**config.mk**
```make
export PLATFORM = sky130hd
export DESIGN_NAME = video_scale_ds_flat
export DESIGN_NICKNAME = d
export VERILOG_FILES = /design/src/rtl/video_scale_ds_if.sv /design/src/rtl/video_scale_ds.sv /design/src/flat_wrapper.sv
export SDC_FILE = /design/constraint.sdc
export NUM_CORES = 1
export LEC_CHECK = 0
export ABC_AREA = 1
export CORE_MARGIN = 2
export CORE_UTILIZATION = 40
export DETAILED_ROUTE_END_ITERATION = 10
export PLACE_DENSITY = 0.57
export SLEW_MARGIN = 20
export SYNTH_ARGS = -nofsm -noshare
export SYNTH_HDL_FRONTEND = slang
export SYNTH_SLANG_ARGS = --single-unit
```
**constraint.sdc**
```tcl
create_clock -name pixclk_in -period 4 [get_ports pixclk_in]
set_input_delay 0.8 -clock pixclk_in [delete_from_list [all_inputs] [get_ports pixclk_in]]
set_output_delay 0.8 -clock pixclk_in [all_outputs]
set_load 0.03 [all_outputs]
```
**src/rtl/video_scale_ds_if.sv**
```systemverilog
`default_nettype none
// ============================================================================
//  Module   : video_scale_ds_if
//  Purpose  : Video stream, run-time config and packed write-port bundle for
//             the capture-path downscaler.
//  Revision : 1.0  initial release
// ============================================================================
interface video_scale_ds_if #(
   parameter int DW    = 8,
   parameter int NCH   = 3,
   parameter int OUT_W = 32
);
   logic                vs_in;
   logic                hs_in;
   logic                de_in;
   logic [NCH*DW-1:0]   pix_in;
   logic [15:0]         cfg_in_xres;
   logic [31:0]         cfg_x_step;
   logic [31:0]         cfg_y_step;
   logic                cfg_mode;
   logic                vs_out;
   logic                hs_out;
   logic                de_out;
   logic [OUT_W-1:0]    wr_data;
   logic                sof_out;
   logic                eol_out;

   // Upstream timing stage / config source side
   modport master (
      output vs_in, hs_in, de_in, pix_in,
      output cfg_in_xres, cfg_x_step, cfg_y_step, cfg_mode,
      input  vs_out, hs_out, de_out, wr_data, sof_out, eol_out
   );

   // Scaler side
   modport slave (
      input  vs_in, hs_in, de_in, pix_in,
      input  cfg_in_xres, cfg_x_step, cfg_y_step, cfg_mode,
      output vs_out, hs_out, de_out, wr_data, sof_out, eol_out
   );
endinterface
`default_nettype wire

```
**src/rtl/video_scale_ds.sv**
```systemverilog
`default_nettype none
// ============================================================================
//  Module   : video_scale_ds
//  Purpose  : Nearest-neighbour / horizontal 2-tap-average video downscaler.
//             16.16 step accumulators pick which input pixels and rows are
//             kept; output is a registered, write-enable-qualified word.
//  Revision : 1.0  initial release
// ============================================================================
module video_scale_ds #(
   parameter int DW    = 8,
   parameter int NCH   = 3,
   parameter int OUT_W = 32
) (
   input  wire logic        pixclk_in,
   input  wire logic        rst_n,
   video_scale_ds_if.slave  bus
);
   localparam int          c_PIX_W    = NCH * DW;
   localparam logic [31:0] c_STEP_ONE = 32'h0001_0000;

   logic               r_vs_d;
   logic               r_de_d;
   logic [15:0]        r_in_xres;
   logic [31:0]        r_x_step;
   logic [31:0]        r_y_step;
   logic               r_mode;
   logic [15:0]        r_vin_x;
   logic [15:0]        r_vin_y;
   logic [31:0]        r_x_acc;
   logic [31:0]        r_y_acc;
   logic [c_PIX_W-1:0] r_prev;

   logic               w_vs_rise;
   logic               w_de_fall;
   logic               w_row_keep;
   logic               w_keep;
   logic [31:0]        w_x_step;
   logic [31:0]        w_y_step;
   logic [c_PIX_W-1:0] w_prev;
   logic [c_PIX_W-1:0] w_filt;
   logic [OUT_W-1:0]   w_pack;

   // Sync-edge history and shadow config, captured once at frame start
   always_ff @(posedge pixclk_in or negedge rst_n) begin
      if (!rst_n) begin
         r_vs_d    <= 1'b0;
         r_de_d    <= 1'b0;
         r_in_xres <= 16'd0;
         r_x_step  <= 32'd0;
         r_y_step  <= 32'd0;
         r_mode    <= 1'b0;
      end else begin
         r_vs_d <= bus.vs_in;
         r_de_d <= bus.de_in;
         if (w_vs_rise) begin
            r_in_xres <= bus.cfg_in_xres;
            r_x_step  <= bus.cfg_x_step;
            r_y_step  <= bus.cfg_y_step;
            r_mode    <= bus.cfg_mode;
         end
      end
   end

   // Strobes, step clamp (never upscale) and the keep decision for this pixel
   always_comb begin
      w_vs_rise  = bus.vs_in & ~r_vs_d;
      w_de_fall  = ~bus.de_in & r_de_d;
      w_x_step   = (r_x_step < c_STEP_ONE) ? c_STEP_ONE : r_x_step;
      w_y_step   = (r_y_step < c_STEP_ONE) ? c_STEP_ONE : r_y_step;
      w_row_keep = (r_vin_y == r_y_acc[31:16]);
      w_keep     = bus.de_in & ~bus.vs_in & w_row_keep &
                   (r_vin_x == r_x_acc[31:16]) & (r_vin_x < r_in_xres);
      // First pixel of a line averages with itself
      w_prev     = (r_vin_x == 16'd0) ? bus.pix_in : r_prev;
   end

   // Input position counters and 16.16 sampling accumulators; vsync wins
   always_ff @(posedge pixclk_in or negedge rst_n) begin
      if (!rst_n) begin
         r_vin_x <= 16'd0;
         r_vin_y <= 16'd0;
         r_x_acc <= 32'd0;
         r_y_acc <= 32'd0;
      end else if (bus.vs_in) begin
         r_vin_x <= 16'd0;
         r_vin_y <= 16'd0;
         r_x_acc <= 32'd0;
         r_y_acc <= 32'd0;
      end else if (w_de_fall) begin
         r_vin_x <= 16'd0;
         r_x_acc <= 32'd0;
         r_vin_y <= r_vin_y + 16'd1;
         if (w_row_keep) begin
            r_y_acc <= r_y_acc + w_y_step;
         end
      end else if (bus.de_in) begin
         r_vin_x <= r_vin_x + 16'd1;
         if (w_keep) begin
            r_x_acc <= r_x_acc + w_x_step;
         end
      end
   end

   // Remember the last valid input pixel for the 2-tap filter
   always_ff @(posedge pixclk_in or negedge rst_n) begin
      if (!rst_n) begin
         r_prev <= '0;
      end else if (bus.de_in && !bus.vs_in) begin
         r_prev <= bus.pix_in;
      end
   end

   // Per-channel average with a carry bit so 255+255 cannot overflow
   generate
      for (genvar g = 0; g < NCH; g++) begin : g_ch
         logic [DW-1:0] w_avg;
         logic          w_unused_lsb;
         assign {w_avg, w_unused_lsb} = {1'b0, bus.pix_in[g*DW +: DW]} +
                                        {1'b0, w_prev[g*DW +: DW]};
         assign w_filt[g*DW +: DW] = r_mode ? w_avg : bus.pix_in[g*DW +: DW];
      end
      if (OUT_W > c_PIX_W) begin : g_pad
         assign w_pack = {{(OUT_W-c_PIX_W){1'b0}}, w_filt};
      end else begin : g_nopad
         assign w_pack = w_filt;
      end
   endgenerate

   // Registered outputs, one cycle behind the inputs
   always_ff @(posedge pixclk_in or negedge rst_n) begin
      if (!rst_n) begin
         bus.vs_out  <= 1'b0;
         bus.hs_out  <= 1'b0;
         bus.de_out  <= 1'b0;
         bus.wr_data <= '0;
         bus.sof_out <= 1'b0;
         bus.eol_out <= 1'b0;
      end else begin
         bus.vs_out  <= bus.vs_in;
         bus.hs_out  <= bus.hs_in;
         bus.de_out  <= w_keep;
         bus.wr_data <= w_keep ? w_pack : '0;
         bus.sof_out <= w_vs_rise;
         bus.eol_out <= w_de_fall;
      end
   end
endmodule
`default_nettype wire

```
**src/flat_wrapper.sv**
```systemverilog
// flat-port wrapper written by rule: the top's interface ports become plain ports
module video_scale_ds_flat 
#(
   parameter int DW    = 8,
   parameter int NCH   = 3,
   parameter int OUT_W = 32
)
  (pixclk_in, rst_n, bus_vs_in, bus_hs_in, bus_de_in, bus_pix_in, bus_cfg_in_xres, bus_cfg_x_step, bus_cfg_y_step, bus_cfg_mode, bus_vs_out, bus_hs_out, bus_de_out, bus_wr_data, bus_sof_out, bus_eol_out);
  video_scale_ds_if #(.DW(DW), .NCH(NCH), .OUT_W(OUT_W)) bus_i ();
  input  wire logic pixclk_in;
  input  wire logic rst_n;
  input wire logic [$bits(bus_i.vs_in)-1:0] bus_vs_in;
  input wire logic [$bits(bus_i.hs_in)-1:0] bus_hs_in;
  input wire logic [$bits(bus_i.de_in)-1:0] bus_de_in;
  input wire logic [$bits(bus_i.pix_in)-1:0] bus_pix_in;
  input wire logic [$bits(bus_i.cfg_in_xres)-1:0] bus_cfg_in_xres;
  input wire logic [$bits(bus_i.cfg_x_step)-1:0] bus_cfg_x_step;
  input wire logic [$bits(bus_i.cfg_y_step)-1:0] bus_cfg_y_step;
  input wire logic [$bits(bus_i.cfg_mode)-1:0] bus_cfg_mode;
  output wire logic [$bits(bus_i.vs_out)-1:0] bus_vs_out;
  output wire logic [$bits(bus_i.hs_out)-1:0] bus_hs_out;
  output wire logic [$bits(bus_i.de_out)-1:0] bus_de_out;
  output wire logic [$bits(bus_i.wr_data)-1:0] bus_wr_data;
  output wire logic [$bits(bus_i.sof_out)-1:0] bus_sof_out;
  output wire logic [$bits(bus_i.eol_out)-1:0] bus_eol_out;
  assign bus_i.vs_in = bus_vs_in;
  assign bus_i.hs_in = bus_hs_in;
  assign bus_i.de_in = bus_de_in;
  assign bus_i.pix_in = bus_pix_in;
  assign bus_i.cfg_in_xres = bus_cfg_in_xres;
  assign bus_i.cfg_x_step = bus_cfg_x_step;
  assign bus_i.cfg_y_step = bus_cfg_y_step;
  assign bus_i.cfg_mode = bus_cfg_mode;
  assign bus_vs_out = bus_i.vs_out;
  assign bus_hs_out = bus_i.hs_out;
  assign bus_de_out = bus_i.de_out;
  assign bus_wr_data = bus_i.wr_data;
  assign bus_sof_out = bus_i.sof_out;
  assign bus_eol_out = bus_i.eol_out;
  video_scale_ds #(.DW(DW), .NCH(NCH), .OUT_W(OUT_W)) u_core (.pixclk_in(pixclk_in), .rst_n(rst_n), .bus(bus_i));
endmodule
```
-- Yosys cells after proc, flatten, opt, wreduce, memory -nomap -nowiden
Cells that the tools add are included.
- bits in registers: 239
- output and inout port bits: 37
- word-level logic and storage cells: 65
- add/sub/neg operators: 7
- order comparisons: 3
- equality and inequality tests: 2
- multiplexer cells: 19
- bitwise logic cells: 9
- reductions and logical operators: 9
- operators by type and width (kind ; number):
    $mux W32 ; 9
    $mux W16 ; 5
    $add A32 B32 Y32 ; 2
    $lt A32 B17 Y1 const B ; 2
    $mux W24 ; 2
    $add A16 B1 Y16 const B ; 2
    $eq A16 B16 Y1 ; 2
    $add A8 B8 Y9 ; 3
    $mux W8 ; 3
    $logic_not A16 Y1 ; 1
    $lt A16 B16 Y1 ; 1
    $and A1 B1 Y1 ; 6
    $reduce_bool A3 Y1 ; 2
    $reduce_and A2 Y1 ; 2
    $reduce_bool A2 Y1 ; 2
    $not A1 Y1 ; 3
    $logic_and A1 B1 Y1 ; 1
    $logic_not A1 Y1 ; 1

-- Depth between registers and ports, before layout
Gate-level depths: netlist of run 1.
- word-level depth: 9
- depth in mapped cells: 22

-- Worst setup path after synthesis of run 1
Ideal clock, no wire load.
- kind: register -> register
- start point: reg u_core.r_vin_x[0]
- end point: reg u_core.bus.wr_data[21]
- arrival time: 2.728 ns
- path slack: 1.153 ns
- cell stages (with the launch flop): 21
- clock period less this slack: 2.847 ns
- cells stage by stage: dfrtp_1 -> inv_1 -> ha_1 -> nand2_1 -> nor2_1 -> nand2_1 -> clkinv_1 -> clkbuf_1 -> nor2_1 -> a21oi_1 -> inv_1 -> fa_1 -> inv_1 -> nand3_1 -> nand2_1 -> nand2_1 -> nand2_1 -> a21oi_1 -> or2_2 -> a21oi_1 -> nor2_1
- cells in the longest elaborated chain, start to end: 5
- elaborated cells between the ends (all ways): 9
- classes of those cells: add/sub: 1; order compare: 1; eq/ne: 1; mux: 3; bitwise: 2; reduce/logical: 1
- RTL lines (item ; line ; source):
    start: declaration ; video_scale_ds.sv:27 ; logic [15:0] r_vin_x;
    start signal: assignment ; video_scale_ds.sv:97 ; r_vin_x <= r_vin_x + 16'd1;
    $logic_not A16 Y1 ; video_scale_ds.sv:74 ; w_prev = (r_vin_x == 16'd0) ? bus.pix_in : r_prev;
    $mux W24 ; video_scale_ds.sv:74 ;
    $add A8 B8 Y9 ; video_scale_ds.sv:118 ; assign {w_avg, w_unused_lsb} = {1'b0, bus.pix_in[g*DW +: DW]} +
    $mux W8 ; video_scale_ds.sv:120 ; assign w_filt[g*DW +: DW] = r_mode ? w_avg : bus.pix_in[g*DW +: DW];
    $mux W24 (*) ; video_scale_ds.sv:142 ; bus.wr_data <= w_keep ? w_pack : '0;
    end signal: assignment ; video_scale_ds.sv:142 ;
    end: declaration ; video_scale_ds_if.sv:39 ; output vs_out, hs_out, de_out, wr_data, sof_out, eol_out
Every way passes the cells marked *; elsewhere a longest branch is shown, timed or not.
A chain may end at the register's enable or synchronous reset.

-- Worst setup path after layout of run 1
- start point: reg u_core.r_x_step[26]
- end point: reg u_core.r_x_acc[28]
- cells in the longest elaborated chain, start to end: 7
- RTL lines (item ; line ; source):
    start: declaration ; video_scale_ds.sv:24 ; logic [31:0] r_x_step;
    start signal: assignment ; video_scale_ds.sv:57 ; r_x_step <= bus.cfg_x_step;
    $lt A32 B17 Y1 ; video_scale_ds.sv:68 ; w_x_step = (r_x_step < c_STEP_ONE) ? c_STEP_ONE : r_x_step;
    $mux W32 (*) ; video_scale_ds.sv:68 ;
    $add A32 B32 Y32 (*) ; video_scale_ds.sv:99 ; r_x_acc <= r_x_acc + w_x_step;
    $mux W32 (*) ; video_scale_ds.sv:98 ; if (w_keep) begin
    $mux W32 (*) ; video_scale_ds.sv:96 ; end else if (bus.de_in) begin
    $mux W32 (*) ; video_scale_ds.sv:89 ; end else if (w_de_fall) begin
    $mux W32 (*) ; video_scale_ds.sv:84 ; end else if (bus.vs_in) begin
    end signal: assignment ; video_scale_ds.sv:99 ;
    end: declaration ; video_scale_ds.sv:29 ; logic [31:0] r_x_acc;
Every way passes the cells marked *; elsewhere a longest branch is shown, timed or not. The select of a mux whose other input is x is not followed.

==> flow_metrics.tcl, run 1 <==
set metrics [dict create \
    initialDrtViolationCount 892 \
    seq_area_mm2 0.00578 \
    clock_power_share_pct 34.6 \
    firstDrtPassIters 5 \
    path_common_cell "nand2_1" \
    gp_congestion 0.940 \
    power.density_mw_per_mm2 409 \
    period_needed_ps 3400 \
    relSlewSlack_pct 44.0 \
    critPathMaxFanout 16 \
    post-cts-setup-buffers 0 \
    setup_tns_ps 0 \
    fillers 4202 \
    cts_root_buf "clkbuf_16" \
    num_antenna_cells 0 \
    yosys.area.top_type "dfrtp_1" \
    power_frac_seq_pct 35.9 \
    ant_nets 0 \
    multi_input_area_mm2 0.00882 \
    tightest_slew_ps 838 \
    synth_flop_cell "dfrtp_1" \
    netlist_instances 2430 \
    fp.dieW_um 205 \
    ys_seq_area_share_pct 35.7 \
    p_int_uw 5050 \
    initial_core_util_pct 40.6 \
    synth_seq_cells 231 \
    synth_edf_count 0 \
    yosysMostFrequentCell "nand2_1" \
    core_area_mm2 0.0398 \
    hold_violations 0 \
    clk_pin_slew_ps 60 \
    synth_area_leaders "dfrtp_1 (36%), nand2_1 (19%), ha_1 (7.8%), inv_1 (7.1%), nor2_1 (6.2%)" \
    portBuffers 138 \
    rsz0062_at_grt "false" \
    yosysUniqueCellTypes 42 \
    worst_setup_path_start_kind "flop" \
    htree_levels 1 \
    cp.depth 20 \
    io_pins 147 \
    area_growth_pct 17.1 \
    hold_path_class "input pin to asynchronous set/reset pin" \
    antenna_found_initial 0 \
    crit_family "simple AND/OR/NAND/NOR gates" \
    cts_tree "built" \
    rr_worst_depth 20 \
    grtUsageTotal_pct 22.5 \
    grt_pass1_vias 14700 \
    wl_per_cell_um 15.2 \
    numCtsBuffers 29 \
    maxSlewViolCount 0 \
    place_ws_ps 594 \
    cp_slowest_cell "inv_1" \
    critPathMaxStageDelay_ps 470 \
    synth_top_area_share_pct 35.7 \
    vias_per_cell 5.00 \
    cp.required_ps 4450 \
    cts_resized 0 \
    vias 15400 \
    rows 73 \
    switchingPower_uw 2690 \
    use_met1_pct 33.1 \
    p_sw_share_pct 34.7 \
    top_usage_layer "met2" \
    crit_buf_inv 2 \
    grt_overflow_total 0 \
    synth_common_cells "nand2_1 (824), inv_1 (306), nor2_1 (268)" \
    chipHeight_um 205 \
    p_comb_share_pct 29.5 \
    cap_violations 0 \
    drc 0 \
    nNetsFinal 2747 \
    post-route-period-util_pct 85.0 \
    ys_warn_count 0 \
    postSynthAreaPerCell_um2 6.66 \
    peakVddDrop_mv 0.279 \
    crit_type "flop to flop" \
    fmax_mhz 294 \
    leakagePower_uw 0.00990 \
    setup_viol_count_final 0 \
    clock_latency_ps 570 \
    ctsLongestPathBuffers 3 \
    end_kind "flop" \
    outcome "completed" \
    drive_gt1_share_pct 3.80 \
    grt_pass1_wl_mm 75.8 \
    fin_ws_ps 599 \
    wl_mm 46.8 \
    postCtsHoldBufs 0 \
    synth_area_mm2 0.0162 \
    critPathArrivalTime_ps 3850 \
    cts_num_sinks 231 \
    detailed_place_hpwl_mm 36.0 \
    finClkSkew_ps 18.2 \
    dieArea_mm2 0.0421 \
    grt_util_met3_pct 3.07 \
    grt_max_degree 85 \
    grtUsageMet2_pct 34.9 \
    crit_path_cell_trace "nor4_1 -> nand2_1 -> nor3_1 -> nand2_1 -> inv_1 -> nor2_1 -> ha_1 -> nand2_1 -> nor2_1 -> inv_1 -> nor2_1 -> nand2_1 -> nand3_1 -> nand2_1 -> nand2_1 -> nand2_1 -> nand2_1 -> nor2_1 -> nand2_1 -> nand2_1" \
    async_flop_share_pct 100 \
]
==> kinds of logic after synthesis <==
family	share of synthesized area, %
AND/OR/NAND/NOR	33.6
buffers and inverters	9.98
AO/OA/AOI/OAI	10.0
flip-flops	35.7
adder cells (fa/ha/maj)	8.43
XOR/XNOR	2.27
other	0.0232
==> stage by stage <==
step / cells / util, % / hold slack, ps / power [µW] / area, µm²
5_1_grt: 3075 / 47.6 / 254 / 8280 / 18900
4_1_cts: 3075 / 47.6 / 227 / 7840 / 18900
2_1_floorplan: 2437 / - / 442 / 4390 / 16200
6_report: 3075 / 47.6 / 208 / 7740 / 18900
3_3_place_gp: 3025 / 45.1 / 467 / 5070 / 18000
3_5_place_dp: 3025 / 45.1 / 474 / 5100 / 18000
==> layout by cell type (no fill, tap or decap), types with 7 or more instances in the layout <==
cell type	instances
nor4_1	10
inv_1	306
nand3b_1	12
or2_2	9
clkdlybuf4s50_1	137
buf_4	16
nor3_2	7
conb_1	8
xor2_1	23
and2_1	7
a21oi_1	135
nand4_1	19
xnor2_1	19
nand3_1	130
clkbuf_16	29
o21ai_0	143
o21ai_1	11
dfrtp_1	231
nor2_1	267
nor3_1	27
clkbuf_8	7
inv_2	10
ha_1	101
o22ai_1	7
nand2_1	824
==> power groups by stage <==
stage	Combinational (µW)	Sequential [µW]	Clock, µW
after floorplan	1620	2770	0
after global placement	2260	2810	0
after detailed placement	2280	2820	0
after CTS	2290	2780	2760
after global routing	2610	2810	2860
final	2280	2780	2680
==> state kept, by name, indices dropped and copies added, names as in the netlist <==
| name | cells |
|---|---|
| u_core.r_de_d | 1 |
| u_core.r_mode | 1 |
| u_core.r_vin_x | 16 |
| u_core.bus.hs_out | 1 |
| u_core.r_in_xres | 16 |
| u_core.r_y_acc | 32 |
| u_core.bus.sof_out | 1 |
| u_core.bus.wr_data | 24 |
| u_core.r_vs_d | 1 |
| u_core.bus.de_out | 1 |
| u_core.r_vin_y | 16 |
| u_core.r_y_step | 32 |
| u_core.r_prev | 24 |
| u_core.r_x_step | 32 |
| u_core.r_x_acc | 32 |
| u_core.bus.eol_out | 1 |
==> worst paths after layout <==
| path | from | endpoint | slack, ps |
|---|---|---|---|
| hold reg to reg | u_core.r_y_step[1] | u_core.r_y_step[1] | 480 |
| setup reg to reg | u_core.r_x_step[26] | u_core.r_x_acc[28] | 600 |
| hold / removal | rst_n | u_core.bus.wr_data[13] | 210 |
| setup / recovery | u_core.r_x_step[26] | u_core.r_x_acc[28] | 600 |
| max in group asynchronous | rst_n | u_core.r_x_acc[16] | 2810 |
| min in group pixclk_in | u_core.r_y_step[1] | u_core.r_y_step[1] | 480 |
==> metal layers <==
metal | part of all wire, % | routed length (µm) | vias up
li1 | - | - | 7859
met5 | 0 | 0 | -
met4 | 1.6 | 766 | 0
met3 | 5.7 | 2660 | 44
met2 | 43 | 20100 | 350
met1 | 50 | 23200 | 7120
==> worst reg2reg max path, delay by kind of cell, from the launching register on <==
family        cells  cell delay (ps)
flops             1              390
buf+inv           2              570
simple gates     17             1960
fa+ha+maj         1              380
==> cell type report <==
cell class | instances | share of cell area (%)
multi-input cells | 1796 | 46.5
flip-flops and latches | 231 | 30.5
repair buffers | 155 | 8.06
inverters | 318 | 6.30
clock buffers | 41 | 4.44
well taps | 525 | 3.47
clock inverters | 9 | 0.667
(Power assumes the default switching activity.)
==> run 2, diff against run 1 <==
- CORE_ASPECT_RATIO: default -> 0.7
==> flow_metrics.tcl, run 2 (synthesis gave the netlist of run 1 again) <==
set metrics [dict create \
    outcome "completed" \
    fmax_mhz 286 \
    place_ws_ps 357 \
    hold_violations 0 \
    layout_commonest_cell "nand2_1" \
    leakagePower_uw 0.00989 \
    fin_ws_ps 498 \
    path_common_cell "nand2_1" \
    antenna_found_initial 0 \
    portBuffers 138 \
    mostFrequentLayoutCells "nand2_1 (824), inv_1 (306), nor2_1 (267)" \
    rsz0062_at_grt "false" \
    grt_overflow_total 0 \
    ant_nets 0 \
    grt_pass1_wl_mm 78.2 \
    wl_mm 49.1 \
    postCtsHoldBufs 0 \
    drive_gt1_share_pct 3.69 \
    cts_num_sinks 231 \
    initialDrtViolationCount 1370 \
    vias 15500 \
    power_frac_seq_pct 35.6 \
    rows 61 \
    setup_tns_ps 0 \
    dieArea_mm2 0.0421 \
    p_int_uw 5060 \
    cts_root_buf "clkbuf_16" \
    wl_per_cell_um 15.9 \
    io_pins 147 \
    cap_violations 0 \
    power.density_mw_per_mm2 414 \
    crit_family "simple AND/OR/NAND/NOR gates" \
    cp_slowest_cell "inv_1" \
    grt_pass1_vias 14200 \
    htree_levels 1 \
    peakVddDrop_mv 0.310 \
    grtUsageTotal_pct 23.3 \
    gp_congestion 1.00 \
    setup_viol_count_final 0 \
    grt_max_degree 88 \
    fin_util_pct 47.7 \
    area_growth_pct 17.2 \
    chipHeight_um 172 \
    tightest_slew_ps 696 \
    drc 0 \
    period_needed_ps 3500 \
    numCtsBuffers 27 \
    p_sw_share_pct 35.5 \
    clock_power_share_pct 34.9 \
    clk_pin_slew_ps 60 \
    ctsLongestPathBuffers 3 \
    p_comb_share_pct 29.6 \
    hold_path_class "input pin to asynchronous set/reset pin" \
    crit_buf_inv 1 \
    worst_setup_path_start_kind "flop" \
    detailed_place_hpwl_mm 37.9 \
    initial_core_util_pct 40.7 \
    crit_path_cell_trace "nor4_1 -> and2_0 -> nand2_1 -> inv_1 -> nor2_1 -> ha_1 -> nand2_1 -> nor2_1 -> nor3b_1 -> nand2_1 -> nand2_1 -> nand2_1 -> nand2_1 -> nand2_1 -> nand3_1 -> nand2_1" \
    fp.dieW_um 244 \
    firstDrtPassIters 7 \
    finClkSkew_ps 23.1 \
    critPathMaxFanout 16 \
    num_antenna_cells 0 \
    post-cts-setup-buffers 0 \
    core_area_mm2 0.0398 \
    critPathArrivalTime_ps 3950 \
    crit_type "flop to flop" \
    nNetsFinal 2742 \
    critPathMaxStageDelay_ps 460 \
    end_kind "flop" \
    relSlewSlack_pct 53.6 \
    cp.required_ps 4450 \
    clock_latency_ps 580 \
    vias_per_cell 5.02 \
    cts_resized 0 \
    maxSlewViolCount 0 \
    switchingPower_uw 2780 \
    post-route-period-util_pct 87.6 \
    cts_tree "built" \
]
-- run 2: routing by layer --
metal | vias to the layer above | global-route usage [%] | routed length [µm]
met5 | - | 0 | 0
met4 | 0 | 3.74 | 644
met3 | 46 | 3.99 | 3410
met2 | 427 | 32.1 | 18700
met1 | 7151 | 37.7 | 26300
li1 | 7840 | - | -
-- run 2: power groups by stage --
stage	Clock, µW	Sequential, µW	Combinational, µW
after floorplan	0	2770	1620
after global placement	0	2820	2290
after detailed placement	0	2830	2300
after CTS	2810	2790	2310
after global routing	2900	2820	2640
final	2740	2790	2320
-- run 2: stage by stage --
step	hold WS (ps)	power (µW)	std cells	area (µm²)
global placement	463	5110	3032	18000
floorplan	442	4390	2437	16200
detailed placement	472	5120	3032	18000
global route	169	8350	3081	19000
finish	141	7850	3081	19000
CTS	148	7910	3081	19000
-- run 2: area by class of cell --
type | count | area (µm²)
fillers | 4070 | 20800
multi-input cells | 1796 | 8820
flip-flops and latches | 231 | 5780
repair buffers | 152 | 1530
inverters | 318 | 1190
clock buffers | 35 | 746
well taps | 535 | 669
clock inverters | 14 | 226
-- run 2: worst reg2reg max path, cell delays in order (launching register included) --
cell	delay, ps
dfrtp_1	400
nor4_1	320
and2_0	310
nand2_1	160
inv_1	470
nor2_1	140
ha_1	370
nand2_1	110
nor2_1	210
nor3b_1	210
nand2_1	70
nand2_1	160
nand2_1	130
nand2_1	100
nand2_1	50
nand3_1	120
nand2_1	70
-- run 2: final timing paths --
| path | from | endpoint | slack, ps | cells after the start |
|---|---|---|---|---|
| max | u_core.r_y_step[31] | u_core.r_y_acc[29] | 500 | 16 |
| min | rst_n | u_core.r_x_step[12] | 140 | 1 |
| max reg2reg | u_core.r_y_step[31] | u_core.r_y_acc[29] | 500 | 16 |
| min reg2reg | u_core.r_prev[11] | u_core.r_prev[11] | 490 | 2 |
| max in group asynchronous | rst_n | u_core.bus.hs_out | 2980 | 2 |
| min in group pixclk_in | u_core.r_prev[11] | u_core.r_prev[11] | 490 | 2 |
